### src/rtl/lift_scan_ctrl_if.sv
// Hall-call request and car-status bundle shared by the call source (master)
// and the lift controller (slave).
interface lift_scan_ctrl_if #(
  parameter int NUM_FLOORS = 4
);
  localparam int FW = $clog2(NUM_FLOORS);

  logic                    req_valid;
  logic [FW-1:0]           req_floor;
  logic                    req_dir;
  logic                    req_err;
  logic [1:0]              dout;
  logic [FW-1:0]           cur_floor;
  logic                    door_open;
  logic                    done;
  logic [2*NUM_FLOORS-1:0] pending;

  modport master (
    output req_valid, req_floor, req_dir,
    input  req_err, dout, cur_floor, door_open, done, pending
  );

  modport slave (
    input  req_valid, req_floor, req_dir,
    output req_err, dout, cur_floor, door_open, done, pending
  );
endinterface

### src/rtl/lift_scan_ctrl.sv
// SCAN-order lift controller: latches hall calls and sweeps the car one way, then back.
// Define LIFT_DOOR_DWELL_EN to hold the doors for DWELL_CYCLES instead of a single cycle.
module lift_scan_ctrl #(
  parameter int NUM_FLOORS   = 4,
  parameter int FLOOR_CYCLES = 4,
  parameter int DWELL_CYCLES = 3
) (
  input  logic             clk,
  input  logic             rst,
  lift_scan_ctrl_if.slave  bus
);

  localparam int FW = $clog2(NUM_FLOORS);
  localparam int PW = 2 * NUM_FLOORS;
  localparam int TW = $clog2(FLOOR_CYCLES + 1);
  localparam logic [TW-1:0] TRAVEL_LOAD = TW'(FLOOR_CYCLES - 1);
  localparam logic [PW-1:0] ONE         = PW'(1);
  localparam logic [FW-1:0] TOP         = FW'(NUM_FLOORS - 1);
  localparam logic [FW:0]   NF_EXT      = (FW + 1)'(NUM_FLOORS);

  typedef enum logic [1:0] {IDLE, MOVE, DOOR} state_e;

  state_e        state_q, state_d;
  logic [FW-1:0] curFloor_q, curFloor_d;
  logic          dir_q, dir_d;
  logic [PW-1:0] pending_q, pending_d;
  logic [TW-1:0] travel_q, travel_d;
  logic          reqErr_q, reqErr_d;

  logic          reqBad, reqOk;
  logic [PW-1:0] setMask, clrMask, doorClr;
  logic [FW-1:0] nextFloor;
  logic          doorHold;

  function automatic logic [PW-1:0] floorMask(input logic [FW-1:0] f);
    return (ONE << f) | (ONE << (int'(f) + NUM_FLOORS));
  endfunction

  function automatic logic [PW-1:0] dirMask(input logic [FW-1:0] f, input logic d);
    return d ? (ONE << (int'(f) + NUM_FLOORS)) : (ONE << f);
  endfunction

  // True when any call (either direction) sits strictly beyond floor f in direction d.
  function automatic logic callsBeyond(input logic [PW-1:0] p, input logic [FW-1:0] f,
                                       input logic d);
    logic [PW-1:0] m;
    m = '0;
    for (int i = 0; i < NUM_FLOORS; i++) begin
      if ((d && i < int'(f)) || (!d && i > int'(f))) m = m | floorMask(FW'(i));
    end
    return (p & m) != '0;
  endfunction

  always_comb begin
    reqBad  = ({1'b0, bus.req_floor} >= NF_EXT)
           || (!bus.req_dir && bus.req_floor == TOP)
           || ( bus.req_dir && bus.req_floor == '0);
    reqOk   = bus.req_valid && !reqBad;
    setMask = reqOk ? dirMask(bus.req_floor, bus.req_dir) : '0;
  end

  assign nextFloor = dir_q ? curFloor_q - 1'b1 : curFloor_q + 1'b1;

`ifdef LIFT_DOOR_DWELL_EN
  localparam int DW = $clog2(DWELL_CYCLES + 1);
  localparam logic [DW-1:0] DWELL_LOAD = DW'(DWELL_CYCLES - 1);

  logic [DW-1:0] dwell_q, dwell_d;
  logic          reqAtCur;

  assign reqAtCur = reqOk && (bus.req_floor == curFloor_q);
  assign doorHold = reqAtCur || (dwell_q != '0);
  assign doorClr  = reqAtCur ? setMask : '0;

  // A fresh call at the open floor is absorbed and restarts the dwell period.
  always_comb begin
    dwell_d = dwell_q;
    if (state_q != DOOR) begin
      if (state_d == DOOR) dwell_d = DWELL_LOAD;
    end else if (reqAtCur) begin
      dwell_d = DWELL_LOAD;
    end else if (dwell_q != '0) begin
      dwell_d = dwell_q - 1'b1;
    end
  end

  always_ff @(posedge clk or posedge rst) begin
    if (rst) dwell_q <= '0;
    else     dwell_q <= dwell_d;
  end
`else
  assign doorHold = 1'b0;
  assign doorClr  = '0;

  // DWELL_CYCLES only shapes the design when the dwell timer is built.
  if (DWELL_CYCLES < 1) begin : gDwellRange
  end
`endif

  always_ff @(posedge clk or posedge rst) begin
    if (rst) begin
      state_q    <= IDLE;
      curFloor_q <= '0;
      dir_q      <= 1'b0;
      pending_q  <= '0;
      travel_q   <= '0;
      reqErr_q   <= 1'b0;
    end else begin
      state_q    <= state_d;
      curFloor_q <= curFloor_d;
      dir_q      <= dir_d;
      pending_q  <= pending_d;
      travel_q   <= travel_d;
      reqErr_q   <= reqErr_d;
    end
  end

  // Clearing is applied after setting so a call arriving as its floor is served is dropped.
  always_comb begin
    state_d    = state_q;
    curFloor_d = curFloor_q;
    dir_d      = dir_q;
    travel_d   = travel_q;
    clrMask    = '0;
    unique case (state_q)
      IDLE: begin
        if (pending_q != '0) begin
          if ((pending_q & floorMask(curFloor_q)) != '0) begin
            clrMask = floorMask(curFloor_q);
            state_d = DOOR;
          end else begin
            if (!callsBeyond(pending_q, curFloor_q, dir_q)) dir_d = ~dir_q;
            travel_d = TRAVEL_LOAD;
            state_d  = MOVE;
          end
        end
      end
      MOVE: begin
        if (travel_q != '0) begin
          travel_d = travel_q - 1'b1;
        end else begin
          curFloor_d = nextFloor;
          if (!callsBeyond(pending_q, nextFloor, dir_q)) begin
            clrMask = floorMask(nextFloor);
            state_d = DOOR;
          end else if ((pending_q & dirMask(nextFloor, dir_q)) != '0) begin
            clrMask = dirMask(nextFloor, dir_q);
            state_d = DOOR;
          end else begin
            travel_d = TRAVEL_LOAD;
          end
        end
      end
      DOOR: begin
        clrMask = doorClr;
        if (!doorHold) state_d = IDLE;
      end
      default: state_d = IDLE;
    endcase
    pending_d = (pending_q | setMask) & ~clrMask;
    reqErr_d  = bus.req_valid && reqBad;
  end

  always_comb begin
    bus.dout      = (state_q == MOVE) ? {1'b0, dir_q} : 2'b10;
    bus.door_open = (state_q == DOOR);
    bus.done      = (state_q == IDLE) && (pending_q == '0);
  end

  assign bus.req_err   = reqErr_q;
  assign bus.cur_floor = curFloor_q;
  assign bus.pending   = pending_q;

endmodule

### src/flat_wrapper.sv
// flat-port wrapper written by rule: the top's interface ports become plain ports
module lift_scan_ctrl_flat 
#(
  parameter int NUM_FLOORS   = 4,
  parameter int FLOOR_CYCLES = 4,
  parameter int DWELL_CYCLES = 3
)
  (clk, rst, bus_req_valid, bus_req_floor, bus_req_dir, bus_req_err, bus_dout, bus_cur_floor, bus_door_open, bus_done, bus_pending);
  lift_scan_ctrl_if #(.NUM_FLOORS(NUM_FLOORS)) bus_i ();
  input  logic clk;
  input  logic rst;
  input wire logic [$bits(bus_i.req_valid)-1:0] bus_req_valid;
  input wire logic [$bits(bus_i.req_floor)-1:0] bus_req_floor;
  input wire logic [$bits(bus_i.req_dir)-1:0] bus_req_dir;
  output wire logic [$bits(bus_i.req_err)-1:0] bus_req_err;
  output wire logic [$bits(bus_i.dout)-1:0] bus_dout;
  output wire logic [$bits(bus_i.cur_floor)-1:0] bus_cur_floor;
  output wire logic [$bits(bus_i.door_open)-1:0] bus_door_open;
  output wire logic [$bits(bus_i.done)-1:0] bus_done;
  output wire logic [$bits(bus_i.pending)-1:0] bus_pending;
  assign bus_i.req_valid = bus_req_valid;
  assign bus_i.req_floor = bus_req_floor;
  assign bus_i.req_dir = bus_req_dir;
  assign bus_req_err = bus_i.req_err;
  assign bus_dout = bus_i.dout;
  assign bus_cur_floor = bus_i.cur_floor;
  assign bus_door_open = bus_i.door_open;
  assign bus_done = bus_i.done;
  assign bus_pending = bus_i.pending;
  lift_scan_ctrl #(.NUM_FLOORS(NUM_FLOORS), .FLOOR_CYCLES(FLOOR_CYCLES), .DWELL_CYCLES(DWELL_CYCLES)) u_core (.clk(clk), .rst(rst), .bus(bus_i));
endmodule
### config.mk
export PLATFORM = sky130hd
export DESIGN_NAME = lift_scan_ctrl_flat
export DESIGN_NICKNAME = d
export VERILOG_FILES = /design/src/rtl/lift_scan_ctrl_if.sv /design/src/rtl/lift_scan_ctrl.sv /design/src/flat_wrapper.sv
export SDC_FILE = /design/constraint.sdc
export NUM_CORES = 1
export LEC_CHECK = 0
export ABC_AREA = 1
export CAP_MARGIN = 5
export CORE_MARGIN = 2
export CORE_UTILIZATION = 45
export DETAILED_ROUTE_END_ITERATION = 6
export MAX_ROUTING_LAYER = met4
export PLACE_DENSITY = 0.69
export SLEW_MARGIN = 20
export SYNTH_ARGS = -nofsm -noshare
export SYNTH_HDL_FRONTEND = slang
export SYNTH_SLANG_ARGS = --single-unit
### constraint.sdc
create_clock -name clk -period 5.12 [get_ports clk]
set_input_delay 0.512 -clock clk [delete_from_list [all_inputs] [get_ports clk]]
set_output_delay 0.512 -clock clk [all_outputs]
set_load 0.1 [all_outputs]
* After elaboration in Yosys (flattened, before gate mapping)
Cells that the tools add are included.
** Cells by class
- Eq/ne operators :: 9
- Shifts and indexed selects :: 6
- Add/sub/neg operators :: 6
- Bitwise logic cells :: 13
- Order comparisons :: 12
- Mux-type cells :: 36
- Reduce and logical (&&, ||, !) cells :: 39
** Operators with widths (count)
- $mux 8 :: 15
- $shl 1x32->8 const A :: 3
- $and 8x8->8 :: 5
- $reduce_bool 8->1 :: 5
- $or 8x8->8 :: 3
- $shl 1x2->8 const A :: 3
- $logic_and 1x1->1 :: 17
- $pmux 8 s2 :: 1
- $mux 3 :: 5
- $mux 2 :: 7
- $mux 7 :: 2
- $add 2x3->4 const B :: 3
- $mux 6 :: 2
- $mux 5 :: 2
- $gt 2x2->1 const A :: 4
- $logic_not 8->1 :: 1
- $lt 1x2->1 const A :: 4
- $not 8->8 :: 1
- $pmux 3 s2 :: 1
- $logic_or 1x1->1 :: 5
- $reduce_and 5->1 :: 1
- $eq 2x2->1 const B :: 2
- $gt 1x2->1 const A :: 2
- $logic_not 2->1 :: 2
- other kinds (18) :: 25
** Word-level totals
- Output and inout bits :: 15
- Word-level logic and storage cells :: 127
- Bits in registers :: 17
- Input bits :: 6

* Logic depth before layout (Yosys ltp)
Gate-level depths: netlist (run 1).
- Depth in word-level cells :: 17
- Gate-level depth with buffers :: 13
- Gate-level depth less buffers :: 12

* Least setup slack after synthesis (run 1)
OpenSTA, ideal clock, no wires.
- Path type :: register to output
- Start point :: reg u_core.pending_q[7] (netlist: u_core.bus.pending[7])
- End point :: out bus_done
- Buffers on the path :: 0
- Setup slack :: 1361 ps
- Required time :: 4608 ps
- Arrival :: 3247 ps
- Stages on the path, launching flop included :: 4
- Cell sequence :: dfrtp_1 -> nor2_1 -> nand4_1 -> nor3_1
** Between the ends
- Cells in the longest elaborated chain, start to end :: 2
** Ends and longest elaborated chain
- from (decl) :: RTL line lift_scan_ctrl.sv:26 : logic [PW-1:0] pending_q, pending_d;
- from (signal assigned) :: RTL line lift_scan_ctrl.sv:112 : pending_q <= pending_d;
- $logic_not 8->1 :: RTL line lift_scan_ctrl.sv:167 : bus.done = (state_q == IDLE) && (pending_q == '0);
- $logic_and 1x1->1 :: RTL line lift_scan_ctrl.sv:167
- to (decl) :: RTL line flat_wrapper.sv:19 : output wire logic [$bits(bus_i.done)-1:0] bus_done;
No other way between the ends.

* Worst setup path in the final report (run 1)
- Start point :: reg u_core.pending_q[0] (netlist: u_core.bus.pending[0])
- End point :: out bus_done
Same word-level chain as after synthesis.

==> reports/results.txt, run 1 <==
Remaining global-route overflow = 0
Die height = 57.9 um
Placer congestion estimate = 0.906
Fin util = 56.1%
Simple-gate portion of the synthesized area = 42.8%
Cell Rows = 19
Crit. End Element = output port
Die ar. = 3350 sq um
Final hold vios = 0
Crit Path Max Fanout = 5
Setup Fix Bufs, Post-CTS = 0
Post-cts sizing count = 0
Non-Filler Instances = 254
Number of global-route vias before repair = 1219
Core ar. = 2760 sq um
Hold WC Path Type = register to register
Largest family of logic cells by synthesized area = simple AND/OR/NAND/NOR gates
Maxcap violations = 0
Most frequent cells in the layout = nand2_1 (57), nor2_1 (30), inv_1 (28)
Post-DP HPWL = 2.91 mm
Clock slew seen by the registers of the worst setup and hold paths = 0.12 ns
Pin count of the biggest net entering global routing = 18
Drt drc = 0
Warnings from Yosys = 0
Vias = 1354
Mux cell area share after synthesis = 0%
CTS Sinks = 17
Fillcell total = 265
Worst hold start = u_core.travel_q[1]
# diodes = 0
CP Data Arrival Time = 2.49 ns
Setup violators final = 0
Avg WL per Cell = 14.8 um
Synthesized flop and latch total = 17
Initial antenna violation count = 0
Reg2reg start = u_core.bus.cur_floor[0]
Final nets = 236
Dominant synthesized flop cell = dfrtp_1
Post-synthesis sequential area ratio = 32.6%
Share of cells above drive strength 1 = 5.83%
Inst Count DP = 250
Drt pass-1 iters = 4
Slew Limit Fails = 0
TritonCTS Buffers = 3
Final WL = 3.76 mm
Final worst path period need = 3.00 ns
RSZ-0062 raised after global routing = false
CP required = 4.61 ns
Post-Synth Adder-Cell Area = 5.75%
Initial Utilization = 47.3%
Clock Latency Late Sink = 0.31 ns
Mean Syn Cell Area = 6.46 sq um
Die width = 57.9 um
Synth Area in Compound Gates = 7.09%
Post-synthesis cell type count = 26
Starting DRT DRC Count = 103
Placement Cell Area = 1520 sq um
Synthesized area = 1310 sq um
H-tree levels = 1
Clock buffer depth = 2
First-pass GRT wire length = 5.96 mm
Post-CTS Hold Fix Bufs = 0
CTS tree = yes
Reg2Reg Setup Slack = 2.71 ns
Synth Net Count = 214
Area Growth Syn to Fin = 18.6%
Crit path launch = u_core.bus.pending[0]
Setup crit end = bus_done
Post-synth EDFFs = 0
Commonest non-fill, non-tap cell in the layout = nand2_1
Port bufs = 20
Antenna-violating nets left = 0
Startpoint class of the critical path = register
Measured slew at the worst slew-check pin = 0.993 ns
FMAX = 334 MHz
Relative slew slack = 33.6%
Worst Setup Path Type = register to output port
Setup_tns = 0 ns
Number of placed I/O pins = 21
Post-DR vias/cell = 5.33
Xor/xnor share of the synthesized area = 1.34%
Design area = 1550 sq um
CTS root buf = clkbuf_4
FF-to-FF End = u_core.travel_q[2]
GRT Overall Usage = 24.5%
Status = finished clean
Mapped Cells = 202
Final worst path period share = 58.5%
Clk_skew = 0.0102 ns
FF-to-FF path depth = 11
Async S/R FF share, synth = 100%
-- critical path, stage by stage (launching register included) --
cell             delay [ns]
dfrtp_1                0.45
nor2_1                 0.22
nand4_1                0.18
nor3_1                 0.17
clkdlybuf4s50_1        1.16
-- area by class of cell --
| type | count | area [sq um] | share of cell area (%) |
|---|---|---|---|
| clock inverter | 1 | 5.00 | 0.323 |
| multi-input combinational | 152 | 743 | 48.0 |
| clock buffer | 3 | 22.5 | 1.46 |
| tap | 31 | 38.8 | 2.51 |
| sequential | 17 | 425 | 27.5 |
| timing repair buffer | 20 | 200 | 12.9 |
| inverter | 30 | 113 | 7.28 |
-- metrics by stage --
| step | hold WS (ns) | setup slack, ns |
|---|---|---|
| 3_3_place_gp | 0.464 | 2.49 |
| 4_1_cts | 0.496 | 2.12 |
| 5_1_grt | 0.516 | 2.04 |
| 3_5_place_dp | 0.467 | 2.48 |
| 2_1_floorplan | 0.438 | 1.36 |
| 6_report | 0.496 | 2.12 |
-- kinds of logic after synthesis --
family          Yosys count
simple gates            128
buf+inv                  33
flops                    17
compound gates           16
fa+ha+maj                 6
xor+xnor                  2
-- state kept, by name, indices dropped and copies added, names as in the netlist --
signal,cells
u_core.bus.cur_floor,2
u_core.travel_q,3
u_core.bus.req_err,1
u_core.state_q,2
u_core.dir_q,1
u_core.bus.pending,8
-- Yosys cell counts, drive strengths merged (3+ instances only) --
master	n	area, sq um
dfrtp	17	425
nand2	61	239
buf	3	23.8
a31oi	3	18.8
o21ai	7	35.0
a21oi	3	15.0
nor3	3	15.0
ha	6	75.1
nor2	32	125
nand3	23	120
nand4	5	31.3
inv	29	109
-- worst min path at each step --
stage / slack [ns] / depth (start not counted) / end
after floorplan: 0.44 / 1 / u_core.bus.cur_floor[0]
after global placement: 0.46 / 2 / u_core.travel_q[1]
after detailed placement: 0.47 / 2 / u_core.travel_q[1]
after CTS: 0.50 / 2 / u_core.travel_q[1]
after global routing: 0.52 / 2 / u_core.travel_q[1]
final: 0.50 / 2 / u_core.travel_q[1]
-- routing by layer --
metal	GRT usage (%)	wire, um	vias up
met4	6.98	21	0
met1	31.5	1730	619
met5	-	0	-
met3	3.79	171	4
li1	-	-	684
met2	40.1	1840	47
Power of run 1 is left out: the tool's default activity adds up to more than one toggle a clock period on the data nets, which glitch-free logic cannot reach.
==> run 2: changes to the inputs <==
Settings changed: PLACE_DENSITY 0.69 to 0.72.
Clock period 5.12 ns to 2.4 ns, I/O delays scaled along.
==> run 2 against run 1 <==
  * Largest cell class unchanged
  * Final cell count is the same
  * Die area stayed put
  * Critical path depth is 6 higher
  * Global-route usage shrank 4.0 points
  * Sequential share of layout area is 0.69 points higher
  * Routed wire length decreased by 16%
  * Core utilization shrank 1.0 points
  * Worst hold slack worse by 0.17 ns
  * Via count is 0.22% higher
  * Register-to-register slack worse by 2.4 ns
  * Count of clock-buffer cells in the layout is 1 higher
  * Sequential cell count is the same
==> reports/results.txt, run 2 (same netlist as run 1, synthesis figures left out) <==
Status = finished clean
Setup violators final = 0 (unchanged)
CTS root buf = clkbuf_4
Vias = 1357 (+0.22%)
Pin count of the biggest net entering global routing = 18 (unchanged)
Fin util = 55.1% (-1.0 points)
Number of global-route vias before repair = 1134 (-7.0%)
CTS tree = yes
Startpoint class of the critical path = register
Crit Path Max Fanout = 14 (+9)
Measured slew at the worst slew-check pin = 0.661 ns (-0.332 ns)
CP required = 2.59 ns (-2.02 ns)
Port bufs = 20 (unchanged)
Crit. End Element = register
CP Data Arrival Time = 2.29 ns (-0.20 ns)
Core ar. = 2760 sq um (unchanged)
Number of placed I/O pins = 21 (unchanged)
TritonCTS Buffers = 3 (unchanged)
Final WL = 3.16 mm (-16%)
Placer congestion estimate = 1.03 (+14%)
Final hold vios = 0 (unchanged)
Clock Latency Late Sink = 0.30 ns (about the same)
Share of cells above drive strength 1 = 13.9% (+8.1 points)
# diodes = 0 (unchanged)
Cell Rows = 19 (unchanged)
Most frequent cells in the layout = nand2_1 (57), nor2_1 (29), inv_1 (28)
Hold WC Path Type = input pin to asynchronous set/reset pin
Clock buffer depth = 2 (unchanged)
Final nets = 236 (unchanged)
GRT Overall Usage = 20.5% (-4.0 points)
RSZ-0062 raised after global routing = false
Final worst path period need = 2.09 ns
Avg WL per Cell = 12.5 um (-16%)
Drt pass-1 iters = 4 (unchanged)
Relative slew slack = 55.9% (+22 points)
Remaining global-route overflow = 0 (unchanged)
Maxcap violations = 0 (unchanged)
Antenna-violating nets left = 0 (unchanged)
Area Growth Syn to Fin = 16.4%
First-pass GRT wire length = 5.09 mm (-15%)
Drt drc = 0 (unchanged)
Slew Limit Fails = 0 (unchanged)
Die width = 57.9 um (unchanged)
Final worst path period share = 87.2%
Setup Fix Bufs, Post-CTS = 0 (unchanged)
Post-DR vias/cell = 5.34 (+0.22%)
Starting DRT DRC Count = 33 (-68%)
Worst Setup Path Type = register to register
CTS Sinks = 17 (unchanged)
Fillcell total = 282 (+6.4%)
Initial antenna violation count = 0 (unchanged)
Clk_skew = 0.00277 ns (-0.00748 ns)
Post-DP HPWL = 2.46 mm (-15%)
Die ar. = 3350 sq um (unchanged)
H-tree levels = 1 (unchanged)
FMAX = 478 MHz
Initial Utilization = 47.3% (unchanged)
Post-cts sizing count = 0 (unchanged)
Max reg flops = 8 (unchanged)
Commonest non-fill, non-tap cell in the layout = nand2_1
Clock slew seen by the registers of the worst setup and hold paths = 0.10 ns (-0.02 ns)
Die height = 57.9 um (unchanged)
Post-CTS Hold Fix Bufs = 0 (unchanged)
run 2: cell types whose count changed in the layout (fill, tap and decap cells not counted):
cell             change
nor2_1               -1
nor3_2               +1
nor2_2               +1
dfrtp_2              +2
clkinv_2             -1
buf_4               +15
clkdlybuf4s50_1     -15
nor3_1               -1
clkbuf_1             +1
dfrtp_1              -2
run 2: final timing paths:
| path | slack (ns) | from | depth (start not counted) | to |
|---|---|---|---|---|
| max reg2reg | 0.31 | u_core.bus.cur_floor[0] | 10 | u_core.bus.pending[7] |
| min reg2reg | 0.49 | u_core.travel_q[1] | 2 | u_core.travel_q[1] |
| min | 0.32 | rst | 2 | u_core.bus.pending[2] |
| max | 0.31 | u_core.bus.cur_floor[0] | 10 | u_core.bus.pending[7] |
| max in group asynchronous | 1.62 | rst | 2 | u_core.bus.cur_floor[1] |
| min in group clk | 0.49 | u_core.travel_q[1] | 2 | u_core.travel_q[1] |
run 2: cell type report:
class / instances / area (sq um) / area share [%]
clock buffer: 4 / 26.3 / 1.73
inverter: 30 / 113 / 7.41
multi-input combinational: 152 / 751 / 49.4
sequential: 17 / 428 / 28.2
tap: 31 / 38.8 / 2.55
timing repair buffer: 20 / 163 / 10.7
run 2: metrics by stage:
stage | hold WS (ns) | area (sq um) | instances | TNS, ns | setup WS (ns)
floorplan | 0.166 | 1320 | 202 | -0.245 | -0.245
detailed placement | 0.463 | 1490 | 250 | 0 | 0.341
global placement | 0.458 | 1490 | 250 | 0 | 0.376
global route | 0.414 | 1520 | 254 | 0 | 0.162
CTS | 0.354 | 1520 | 254 | 0 | 0.323
finish | 0.323 | 1520 | 254 | 0 | 0.306
run 2: worst max-delay path: stages (launching register included):
cell	delay, ns
dfrtp_2	0.53
inv_2	0.14
ha_1	0.43
nand2_1	0.11
inv_1	0.05
or2_4	0.24
or2_0	0.22
nor2_1	0.11
nand2_1	0.06
nand2_1	0.05
nor2_1	0.04
run 2: per-layer routing:
metal	up-vias	global-route usage, %	wire length (um)
met5	-	-	0
met4	0	8.31	86
met3	9	3.13	167
met2	56	29.5	1400
met1	605	28.9	1510
li1	687	-	-
Power of run 2 is left out for the same reason.
